[config.mk]
export PLATFORM = sky130hd
export DESIGN_NAME = crc_transmitter
export DESIGN_NICKNAME = d
export VERILOG_FILES = /design/src/rtl/crc_transmitter.sv
export SDC_FILE = /design/constraint.sdc
export NUM_CORES = 1
export LEC_CHECK = 0
export CORE_MARGIN = 2
export CORE_UTILIZATION = 50
export DETAILED_ROUTE_END_ITERATION = 8
export PLACE_DENSITY = 0.76
export SYNTH_ARGS = -nofsm -noshare
export SYNTH_HDL_FRONTEND = slang
export SYNTH_SLANG_ARGS = --single-unit
export TNS_END_PERCENT = 30
[constraint.sdc]
create_clock -name clk -period 2.94 [get_ports clk]
set_input_delay 0.735 -clock clk [delete_from_list [all_inputs] [get_ports clk]]
set_output_delay 0.735 -clock clk [all_outputs]
set_load 0.02 [all_outputs]
[src/rtl/crc_transmitter.sv]
`default_nettype none
// ============================================================================
// Module  : crc_transmitter
// Brief   : Bit-serial CRC encoder; emits {data, remainder} over valid/ready.
// Revision: 1.0 - initial release
// ============================================================================
module crc_transmitter #(
    parameter int                BW      = 4,
    parameter int                CRC_BW  = 3,
    parameter logic [CRC_BW:0]   DIVISOR = 4'b1011
) (
    input  logic                 clk,
    input  logic                 rstn,
    input  logic [BW-1:0]        in_data,
    input  logic                 in_valid,
    input  logic                 in_err,
    output logic                 in_ready,
    output logic [BW+CRC_BW-1:0] out,
    output logic                 out_valid,
    input  logic                 out_ready
);

    localparam int CNT_W = (BW > 1) ? $clog2(BW) : 1;

    localparam logic [1:0] S_IDLE  = 2'd0;
    localparam logic [1:0] S_SHIFT = 2'd1;
    localparam logic [1:0] S_HOLD  = 2'd2;

    localparam logic [CNT_W-1:0] c_last_bit = CNT_W'(BW - 1);

    logic [1:0]              r_state;
    logic [1:0]              w_state_next;
    logic [BW-1:0]           r_data;
    logic [BW-1:0]           r_shift;
    logic [CRC_BW-1:0]       r_crc;
    logic [CNT_W-1:0]        r_cnt;
    logic                    r_err;

    logic                    w_accept;
    logic                    w_shift;
    logic                    w_last;
    logic                    w_release;
    logic                    w_fb;
    logic [CRC_BW-1:0]       w_crc_next;
    logic [BW+CRC_BW-1:0]    w_codeword;

    always_ff @(posedge clk) begin
        if (!rstn) begin
            r_state <= S_IDLE;
        end else begin
            r_state <= w_state_next;
        end
    end

    always_comb begin
        w_state_next = r_state;
        case (r_state)
            S_IDLE:  if (in_valid)  w_state_next = S_SHIFT;
            S_SHIFT: if (w_last)    w_state_next = S_HOLD;
            S_HOLD:  if (out_ready) w_state_next = S_IDLE;
            default:                w_state_next = S_IDLE;
        endcase
    end

    always_comb begin
        in_ready  = (r_state == S_IDLE);
        w_accept  = (r_state == S_IDLE)  && in_valid;
        w_shift   = (r_state == S_SHIFT);
        w_release = (r_state == S_HOLD)  && out_ready;
    end

    // LFSR step: the message bit enters at the top of the remainder register
    assign w_last     = (r_cnt == c_last_bit);
    assign w_fb       = r_shift[BW-1] ^ r_crc[CRC_BW-1];
    assign w_crc_next = {r_crc[CRC_BW-2:0], 1'b0} ^ (w_fb ? DIVISOR[CRC_BW-1:0] : '0);
    assign w_codeword = {r_data, w_crc_next} ^ {{(BW+CRC_BW-1){1'b0}}, r_err};

    always_ff @(posedge clk) begin
        if (!rstn) begin
            r_data    <= '0;
            r_shift   <= '0;
            r_crc     <= '0;
            r_cnt     <= '0;
            r_err     <= 1'b0;
            out       <= '0;
            out_valid <= 1'b0;
        end else begin
            if (w_accept) begin
                r_data  <= in_data;
                r_shift <= in_data;
                r_err   <= in_err;
                r_crc   <= '0;
                r_cnt   <= '0;
            end
            if (w_shift) begin
                r_crc   <= w_crc_next;
                r_shift <= {r_shift[BW-2:0], 1'b0};
                if (!w_last) begin
                    r_cnt <= r_cnt + CNT_W'(1);
                end else begin
                    out       <= w_codeword;
                    out_valid <= 1'b1;
                end
            end
            if (w_release) begin
                out_valid <= 1'b0;
            end
        end
    end

endmodule
`default_nettype wire

======== Word level (Yosys, flattened, before mapping) ========
Index checks and enable logic that the tools add are counted.
storage, ports and cells
  ROM bits ................................ 0
  latch bits .............................. 0
  memory bits (writable) .................. 0
  input bits .............................. 9
  output and inout bits ................... 9
  memories kept ........................... 0
  register bits ........................... 24
  word-level logic and storage cells ...... 40
cells by class
  multipliers ............................. 0
  multiplexer cells ....................... 12
  equal/unequal tests ..................... 6
  divide/modulo/power cells ............... 0
  magnitude comparators ................... 0
  add/subtract/negate cells ............... 1
  reduce and logical (&&, ||, !) cells .... 8
  bitwise operators ....................... 4
  shifts and indexed selects .............. 0
operators with widths
  cell                 count
  $mux 2               7
  $mux 4               2
  $xor 7x1->7          1
  $mux 3               2
  $pmux 2 s3           1
  $eq 2x2->1 const B   2
  $ne 2x2->1 const B   2
  $reduce_or 2->1      2
  $reduce_and 3->1     1
  $xor 3x2->3          1
  $add 2x1->2 const B  1
  $eq 2x1->1 const B   1
  $logic_and 1x1->1    2
  $logic_not 2->1      1
  $ne 2x1->1 const B   1
  $reduce_and 2->1     1
  $reduce_bool 2->1    1
  $not 1->1            1
  $xor 1x1->1          1

======== Logic depth before layout (Yosys ltp) ========
Gate-level depths: netlist of run 1.
  depth after elaboration ................. 5
  mapped depth ............................ 5
  depth with buffers taken out ............ 4

======== Worst setup path after synthesis of run 1 ========
No wires, ideal clock.
  kind .................................... input to register
  start ................................... in in_valid
  end ..................................... reg r_cnt[0]
  slack ................................... 1434 ps
  data required time ...................... 2809 ps
  cell stages on the path ................. 4
  setup time .............................. 131 ps
  buffers on the path ..................... 1
  data arrival time ....................... 1375 ps
  path through ............................ or3b_1 -> buf_6 -> o211ai_1 -> a21oi_2
on the way
  word-level cells in the longest chain between the ends .. 4
ends and longest elaborated chain
  what                   line  text
  from (decl)            15    input logic in_valid,
  $logic_and 1x1->1 (*)  67    w_accept = (r_state == S_IDLE) && in_valid;
  $mux 2 (*)             88    if (w_accept) begin
  $mux 2                 98    if (!w_last) begin
  $mux 2 (*)             95    if (w_shift) begin
  to (signal assigned)   99    r_cnt <= r_cnt + CNT_W'(1);
  to (decl)              36    logic [CNT_W-1:0] r_cnt;
Mark *: on every way between the ends. The rest lies on a longest branch, timed or not.
A chain may end at the register's enable or synchronous reset.

======== Final worst setup path of run 1 ========
  start ................................... reg r_state[0]
  end ..................................... out in_ready
on the way
  word-level cells in the longest chain between the ends .. 1
ends and longest elaborated chain
  what                    line  text
  from (decl)             31    logic [1:0] r_state;
  from (signal assigned)  51    r_state <= w_state_next;
  $logic_not 2->1         66    in_ready = (r_state == S_IDLE);
  to (decl)               17    output logic in_ready,
No other way between the ends.

==> summary.txt, run 1 <==
Pwr
  • Leakage: 0.4121 nW
  • Clock Power Share: approximately 30%
  • Psw: approximately 0.00013 W
  • Design Power: about 0.00057 W
  • Max VDD drop: about 460 µV
  • Share of total power in sequential cells: about three fifths
  • Gate power share: between 10% and 20%
  • Pint: around 0.00044 W
  • Sw frac: about a quarter
  • Pwr/cell area: approximately 490 mW/mm²

Global routing
  • First-pass GRT wire length: approximately 3100 µm
  • GR Util met2: approximately 30%
  • Initial antenna violation count: 0
  • Pin count of the biggest net entering global routing: 21
  • Met3 usage: 5.864%
  • Total global routing track utilization: approximately 17%
  • Met1 Resource Use GR: slightly below 20%
  • Vias in the first global route: between 700 and 800
  • Total grt overflow: 0
  • Busiest layer in global routing: met2

Yosys
  • Mapped Area: approximately 1000 µm²
  • Post-synthesis sequential area ratio: around half
  • Post-Synthesis Mean Instance Area: about 9.2 µm²
  • Area leader, netlist: dfxtp_1
  • Yosys reg bits: 24
  • Yosys Warn Count: 0
  • Top-area cell type share of the netlist area: ~49%
  • Synth area leaders: dfxtp_1, nand2_1, mux2i_1
  • Syn Nets: around 120
  • Yosys cell types: 32
  • Post-synthesis cell count: approximately 110

Final layout
  • Fillers: between 150 and 200
  • Post-layout util: between 60% and 70%
  • Fin cells: between 100 and 150
  • Area Overhead vs Synth: 18.68%
  • Most common cell after layout, fill and taps aside: dfxtp_1
  • Design Area, Final: roughly 0.0012 mm²
  • Share of cells above drive strength 1: around 6.6%
  • Commonest cells after routing, fill and taps aside: dfxtp_1, nand2_1, clkdlybuf4s50_1
  • Diode count: 0
  • Nets: between 100 and 150

STA
  • Tmin final: between 2 and 2.5 ns
  • Clock Skews: 0.002307 ns
  • Final hold vios: 0
  • Period utilization: 75.06%
  • RSZ-0062 raised after global routing: no
  • Setup TNS: 0 ns
  • F_max: approximately 450 MHz
  • Slew Limit Fails: 0
  • Relative slew slack: ~57%
  • Final setup fails: 0
  • Actual slew at the worst max-slew pin: approximately 0.64 ns

Worst setup path
  • Crit path kind: reg2out
  • Data arrival time of the worst path: about 1.5 ns
  • Crit-path max cell delay: 0.56 ns
  • FF-to-FF setup slack: between 1 and 1.5 ns
  • CP Buf/Inv Count: 1
  • Crit path required time: 2.20 ns
  • Startpoint types: flop
  • CP Max Fanout: 10
  • Cell family with most CP delay: flip-flops
  • Cells along the critical path: nor2_1, clkdlybuf4s50_1
  • CP max stage cell: dfxtp_1
  • Worst setup EP type: primary output

Detailed routing
  • Wire per inst: around 12 µm
  • Vias per inst: just over 5
  • Routed Antenna Nets: 0
  • # DRC: 0
  • Drt total wl: 1769 µm
  • Initial DRC count: 11
  • Initial DRT Pass Iterations: 4
  • Vias: between 700 and 800

Clocking
  • Post-CTS Setup Bufs: 0
  • Clock-pin slew on the worst setup and hold paths: between 0.1 and 0.15 ns
  • Clock buffers created by TritonCTS: 3
  • Hold buffers post-CTS: 0
  • # H-tree levels: 1
  • Root buffer cell: clkbuf_4
  • CTS resizes: 0
  • CTS sink cnt: 24
  • Max clock buf depth: 2
  • TritonCTS clock tree: yes
  • Skew-Pair Late Insertion Delay: a little over 0.3 ns

Placed design
  • Cell Area, Placed: 0.001132 mm²
  • GP Congestion: between 0.7 and 0.8
  • I/O Buffers: 17
  • Placed insts: between 100 and 150
  • Post-DP HPWL: between 1000 and 1500 µm

Die
  • Chip Width: 48.38 µm
  • # rows: 16
  • Initial Util: between 50% and 60%
  • Core outline area: approximately 0.0019 mm²
  • Die ar.: 0.002340 mm²
  • Ports: 18
  • Die height: between 40 and 50 µm

Job
  • MaxCap Viol Count: 0

Run status
  • Status: complete, no violations

Worst hold path
  • Hold crit path type: reg2reg
[state kept, by name, indices dropped and copies added, names as in the netlist]
name	count
r_data	4
r_cnt	2
r_err	1
r_crc	3
out_valid	1
r_state	2
r_shift	4
out	7
[power groups by stage]
stage	sequential, W	clock [W]	combinational (W)
finish	0.000346	0.000168	0.0000604
global route	0.000348	0.000183	0.0000658
CTS	0.000346	0.000171	0.0000607
detailed placement	0.000353	0	0.0000605
global placement	0.000353	0	0.0000595
floorplan	0.000349	0	0.0000476
[worst min-delay path, cell delays in order, from the launching register on]
cell	delay, ns
dfxtp_1	0.33
nand2_1	0.05
a21oi_1	0.05
[routing by layer]
layer,share of wire [%],wire (µm)
met5,0,0
met4,0.68,12
met3,4.5,79
met2,47,826
met1,48,850
[Yosys cell counts (all sizes together)]
cell and n:
buf 5, a2bb2oi 1, a21boi 2, nand2b 2
nor3b 1, a21oi 10, nor2b 1, inv 1
or3b 1, and3b 1, nand3b 1, o32ai 1
clkbuf 2, ha 1, o21a 1, nand3 3
o22ai 2, o211ai 2, xnor2 2, dfxtp 24
mux2i 5, or3 1, nand2 22, o21bai 1
nor2 10, xor2 1, a31oi 3
[cell type report]
class,count,area [µm²],share of cell area [%]
timing repair buffer,17,170.2,14.56
multi-input combinational,75,444.2,38.01
inverter,1,3.754,0.3212
sequential,24,480.5,41.11
clock buffer,4,36.28,3.105
tap,27,33.78,2.891
[cell families after synthesis]
family                     Yosys count  synth area share (%)
AOI/OAI and AO/OA                   23                 14.99
adders and majority gates            1                 1.270
and+or+nand+nor                     43                 21.09
xor gates and xnor gates             3                 2.669
muxes                                5                 5.083
buffers and inverters                8                 6.098
DFF                                 24                 48.79
[worst paths after layout]
| check | cells after the start | start | endpoint |
|---|---|---|---|
| setup reg to reg | 4 | r_cnt[0] | out[2] |
| hold / removal | 2 | r_data[2] | r_data[2] |
| hold reg to reg | 2 | r_data[2] | r_data[2] |
| setup / recovery | 2 | r_state[0] | in_ready |
[stage by stage]
| stage | setup slack (ns) | hold slack [ns] |
|---|---|---|
| 6_report | 0.7333 | 0.4680 |
| 5_1_grt | 0.6348 | 0.4959 |
| 4_1_cts | 0.7258 | 0.4740 |
| 3_5_place_dp | 0.7720 | 0.4555 |
| 3_3_place_gp | 0.8063 | 0.4471 |
| 2_1_floorplan | 1.434 | 0.4360 |
No activity file was read; power rests on OpenSTA's default activity.
==> run 2, diff against run 1 <==
--- a/config.mk
+++ b/config.mk
@@ -6,9 +6,9 @@
 export NUM_CORES = 1
 export LEC_CHECK = 0
 export CORE_MARGIN = 2
-export CORE_UTILIZATION = 50
+export CORE_UTILIZATION = 49
 export DETAILED_ROUTE_END_ITERATION = 8
-export PLACE_DENSITY = 0.76
+export PLACE_DENSITY = 0.74
 export SYNTH_ARGS = -nofsm -noshare
 export SYNTH_HDL_FRONTEND = slang
 export SYNTH_SLANG_ARGS = --single-unit
==> constraint.sdc (replaced) <==
create_clock -name clk -period 2.2 [get_ports clk]
set_input_delay 0.55 -clock clk [delete_from_list [all_inputs] [get_ports clk]]
set_output_delay 0.55 -clock clk [all_outputs]
set_load 0.02 [all_outputs]
==> summary.txt, run 2 (synthesis gave the netlist of run 1 again) <==
Clocking
  • Root buffer cell: clkbuf_4
  • Max clock buf depth: 2
  • Hold buffers post-CTS: 0
  • Clock buffers created by TritonCTS: 3
  • Clock-pin slew on the worst setup and hold paths: 0.14 ns
  • TritonCTS clock tree: yes
  • CTS resizes: 0
  • Post-CTS Setup Bufs: 0
  • Skew-Pair Late Insertion Delay: slightly above 0.3 ns
  • # H-tree levels: 1
  • CTS sink cnt: 24

Die
  • Ports: 18
  • Chip Width: between 40 and 50 µm
  • Initial Util: 51.24%
  • Core outline area: around 0.0019 mm²
  • Die height: a little under 50 µm
  • # rows: 16
  • Die ar.: around 0.0024 mm²

Global routing
  • Total grt overflow: 0
  • Total global routing track utilization: between 10% and 20%
  • Pin count of the biggest net entering global routing: 15
  • Vias in the first global route: 750
  • First-pass GRT wire length: about 3300 µm
  • Initial antenna violation count: 0

Final layout
  • Fillers: approximately 170
  • Nets: about 130
  • Share of cells above drive strength 1: 8.130%
  • Commonest cells after routing, fill and taps aside: dfxtp_1, nand2_1, clkdlybuf4s50_1
  • Area Overhead vs Synth: 23.13%
  • Diode count: 0
  • Largest regs: out: 7 flops, r_data: 4 flops, r_shift: 4 flops
  • Most common cell after layout, fill and taps aside: dfxtp_1
  • Design Area, Final: 0.001212 mm²
  • Largest register FFs: 7
  • Largest Register: out
  • Post-layout util: a little over three fifths

Worst setup path
  • Startpoint types: flop
  • R2r worst-path depth: 4
  • Crit path required time: about 1.7 ns
  • Reg2reg start: r_cnt[0]
  • Crit path kind: reg2out
  • Worst setup EP type: primary output
  • Data arrival time of the worst path: approximately 1.5 ns
  • Reg-to-Reg End: out[2]
  • CP Max Fanout: 10
  • FF-to-FF setup slack: roughly 0.67 ns

Pwr
  • Leakage: 0.4332 nW
  • Pwr/cell area: 713.6 mW/mm²
  • Max VDD drop: between 300 and 400 µV
  • Design Power: 0.0008651 W

Detailed routing
  • Vias: roughly 760
  • # DRC: 0
  • Max layer used: met4
  • Wire per inst: 11.91 µm
  • Met3 wire len: between 60 and 70 µm
  • Metal-1 WL: roughly 900 µm
  • Drt total wl: 1787 µm
  • Routed Antenna Nets: 0
  • Vias per inst: around 5.0
  • Initial DRT Pass Iterations: 4
  • Initial DRC count: 9
  • WL met2: around 830 µm

Placed design
  • Post-DP HPWL: between 1000 and 1500 µm
  • GP Congestion: 0.7546
  • Cell Area, Placed: approximately 0.0012 mm²
  • Dpl ws: around 0.24 ns
  • I/O Buffers: 17

STA
  • Period utilization: around 93%
  • Clock Skews: approximately 0.0056 ns
  • Relative slew slack: around 70%
  • F_max: around 490 MHz
  • Final hold vios: 0
  • Final setup fails: 0
  • Actual slew at the worst max-slew pin: 0.4670 ns
  • Final worst setup slack: 0.1608 ns
  • RSZ-0062 raised after global routing: no
  • Tmin final: roughly 2.0 ns
  • Slew Limit Fails: 0
  • Setup TNS: 0 ns

Job
  • MaxCap Viol Count: 0

Worst hold path
  • Hold crit path type: reg2reg
  • Hold endpoint: r_data[1]
  • Hold path depth: 2
  • Worst Min Path Start: r_data[1]

Run status
  • Status: complete, no violations
run 2: worst max-delay path by stage:
stage / from / endpoint / slack [ns] / cells after the start
6_report: r_state[0] / in_ready / 0.16 / 2
3_3_place_gp: in_valid / r_cnt[0] / 0.28 / 4
5_1_grt: r_state[0] / in_ready / 0.03 / 2
4_1_cts: r_state[0] / in_ready / 0.14 / 2
3_5_place_dp: in_valid / r_cnt[0] / 0.24 / 4
2_1_floorplan: in_valid / r_cnt[0] / 0.88 / 4
run 2: final cells by class:
cell class | count | area, µm² | area share [%]
multi-input combinational | 75 | 444.2 | 36.64
clock buffer | 3 | 22.52 | 1.858
inverter | 1 | 3.754 | 0.3096
sequential | 24 | 480.5 | 39.63
clock inverter | 1 | 30.03 | 2.477
tap | 27 | 33.78 | 2.786
timing repair buffer | 19 | 197.7 | 16.31
run 2: worst max-delay path, stage by stage, from the launching register on:
cell	delay (ns)
dfxtp_1	0.57
nor2_1	0.07
clkdlybuf4s50_1	0.55
run 2: routing by layer:
layer	vias up	GRT usage (%)
met1	350	21.76
met2	11	30.37
met4	0	4.762
met3	2	3.988
met5	-	0
li1	394	-
run 2: power by group:
group | internal (W) | switching (W)
registers | 0.000450 | 0.0000128
logic | 0.0000423 | 0.0000437
clock network | 0.000184 | 0.000132
run 2: per-stage QoR:
stage                     instances  hold slack [ns]
final                           150           0.4651
after global routing            150           0.4923
after CTS                       150           0.4678
after detailed placement        146           0.4486
after global placement          146           0.4458
after floorplan                 107           0.4360
==> run 3, diff against run 2 <==
--- a/config.mk
+++ b/config.mk
@@ -6,9 +6,10 @@
 export NUM_CORES = 1
 export LEC_CHECK = 0
 export CORE_MARGIN = 2
-export CORE_UTILIZATION = 49
+export CORE_UTILIZATION = 50
+export CTS_BUF_LIST = sky130_fd_sc_hd__clkbuf_2
 export DETAILED_ROUTE_END_ITERATION = 8
-export PLACE_DENSITY = 0.74
+export PLACE_DENSITY = 0.76
 export SYNTH_ARGS = -nofsm -noshare
 export SYNTH_HDL_FRONTEND = slang
 export SYNTH_SLANG_ARGS = --single-unit
==> summary.txt, run 3 (synthesis gave the netlist of run 1 again) <==
Run status
  • Status: complete, no violations

Worst setup path
  • Startpoint types: flop
  • Reg-to-Reg End: out[2]
  • R2r worst-path depth: 4
  • Crit path required time: about 1.7 ns
  • CP Max Fanout: 10
  • Crit path kind: reg2out
  • Worst setup EP type: primary output
  • Reg2reg start: r_cnt[0]
  • Data arrival time of the worst path: between 1.5 and 2 ns
  • FF-to-FF setup slack: ~0.65 ns
  • CP startpoint: r_state[0]

Worst hold path
  • Hold crit path type: reg2reg
  • Worst Min Path Start: r_shift[0]
  • Hold path depth: 2
  • Hold endpoint: r_shift[0]

Die
  • Chip Width: about 48 µm
  • Die height: between 40 and 50 µm
  • Ports: 18
  • # rows: 16
  • Core outline area: 0.001902 mm²
  • Initial Util: ~52%
  • Die ar.: approximately 0.0023 mm²

Detailed routing
  • Vias per inst: 5.079
  • Initial DRC count: 10
  • Max layer used: met4
  • # DRC: 0
  • Drt total wl: ~1800 µm
  • Routed Antenna Nets: 0
  • WL met2: roughly 840 µm
  • Initial DRT Pass Iterations: 4
  • Vias: roughly 770
  • Wire per inst: 11.70 µm
  • Metal-1 WL: roughly 820 µm
  • Met3 wire len: 89 µm

Final layout
  • Area Overhead vs Synth: 23.13%
  • Area of the multi-input gates: ~440 µm²
  • Fillers: around 170
  • Diode count: 0
  • Most common cell after layout, fill and taps aside: dfxtp_1
  • Largest Register: out
  • Largest register FFs: 7
  • Commonest cells after routing, fill and taps aside: dfxtp_1, nand2_1, clkdlybuf4s50_1
  • Nets: roughly 140
  • Design Area, Final: 0.001212 mm²
  • Share of cells above drive strength 1: about 8.9%
  • FF+latch area: between 400 and 500 µm²
  • Largest regs: out: 7 flops, r_data: 4 flops, r_shift: 4 flops

STA
  • Setup TNS: 0 ns
  • Final hold vios: 0
  • Actual slew at the worst max-slew pin: between 0.4 and 0.5 ns
  • Clock Skews: 0.007949 ns
  • Period utilization: a little over nine tenths
  • Tmin final: roughly 2.1 ns
  • F_max: between 400 and 500 MHz
  • Final setup fails: 0
  • RSZ-0062 raised after global routing: no
  • Slew Limit Fails: 0
  • Relative slew slack: about two thirds

Clocking
  • CTS resizes: 0
  • Root buffer cell: clkbuf_2
  • Post-CTS Setup Bufs: 0
  • TritonCTS clock tree: yes
  • Max clock buf depth: 2
  • Skew-Pair Late Insertion Delay: around 0.34 ns
  • Hold buffers post-CTS: 0
  • Clock-pin slew on the worst setup and hold paths: about 0.22 ns
  • CTS sink cnt: 24
  • # H-tree levels: 1
  • Clock buffers created by TritonCTS: 3

Pwr
  • Pwr/cell area: approximately 690 mW/mm²
  • Leakage: 0.4368 nW
  • Max VDD drop: approximately 430 µV

Placed design
  • Cell Area, Placed: around 0.0012 mm²
  • I/O Buffers: 17
  • GP Congestion: approximately 0.75
  • Post-DP HPWL: between 1000 and 1500 µm

Global routing
  • Initial antenna violation count: 0
  • Pin count of the biggest net entering global routing: 15
  • First-pass GRT wire length: roughly 3200 µm
  • Total grt overflow: 0
  • Vias in the first global route: 735
  • Total global routing track utilization: ~18%

Job
  • MaxCap Viol Count: 0
run 3: worst max path at each step:
stage                     endpoint  slack [ns]
after floorplan           r_cnt[0]        0.88
final                     in_ready        0.11
after global routing      in_ready        0.01
after CTS                 in_ready        0.10
after global placement    r_cnt[0]        0.27
after detailed placement  r_crc[2]        0.26
run 3: report_power, final:
group          switching, W  internal, W  leakage, nW
Sequential        0.0000127     0.000451        0.195
Clock              0.000129     0.000157       0.0266
Combinational     0.0000444    0.0000441        0.215
run 3: critical path, cell delays in order, from the launching register on:
cell	delay [ns]
dfxtp_1	0.59
nor2_1	0.07
clkdlybuf4s50_1	0.54
run 3: cell type report:
type / instances / share of cell area, %
well taps: 27 / 2.786
multi-input cells: 75 / 36.64
flip-flops and latches: 24 / 39.63
clock inverters: 1 / 2.477
clock buffers: 3 / 1.238
repair buffers: 20 / 16.92
inverters: 1 / 0.3096
run 3: stage by stage:
stage | power (W) | hold slack (ns) | worst slack, ns | instances | utilization, %
3_5_place_dp | 0.0005611 | 0.4476 | 0.2567 | 147 | 61.38
3_3_place_gp | 0.0005586 | 0.4451 | 0.2712 | 147 | 61.38
6_report | 0.0008380 | 0.4710 | 0.1147 | 151 | 63.75
2_1_floorplan | 0.0005299 | 0.4360 | 0.8791 | 107 | -
4_1_cts | 0.0008429 | 0.4720 | 0.1011 | 151 | 63.75
5_1_grt | 0.0008782 | 0.5006 | 0.01432 | 151 | 63.75
run 3: routing by layer:
metal  vias up  track usage, %
li1        399               -
met1       351           20.12
met2        15           30.09
met3         2           7.099
met4         0           5.238
met5         -               0
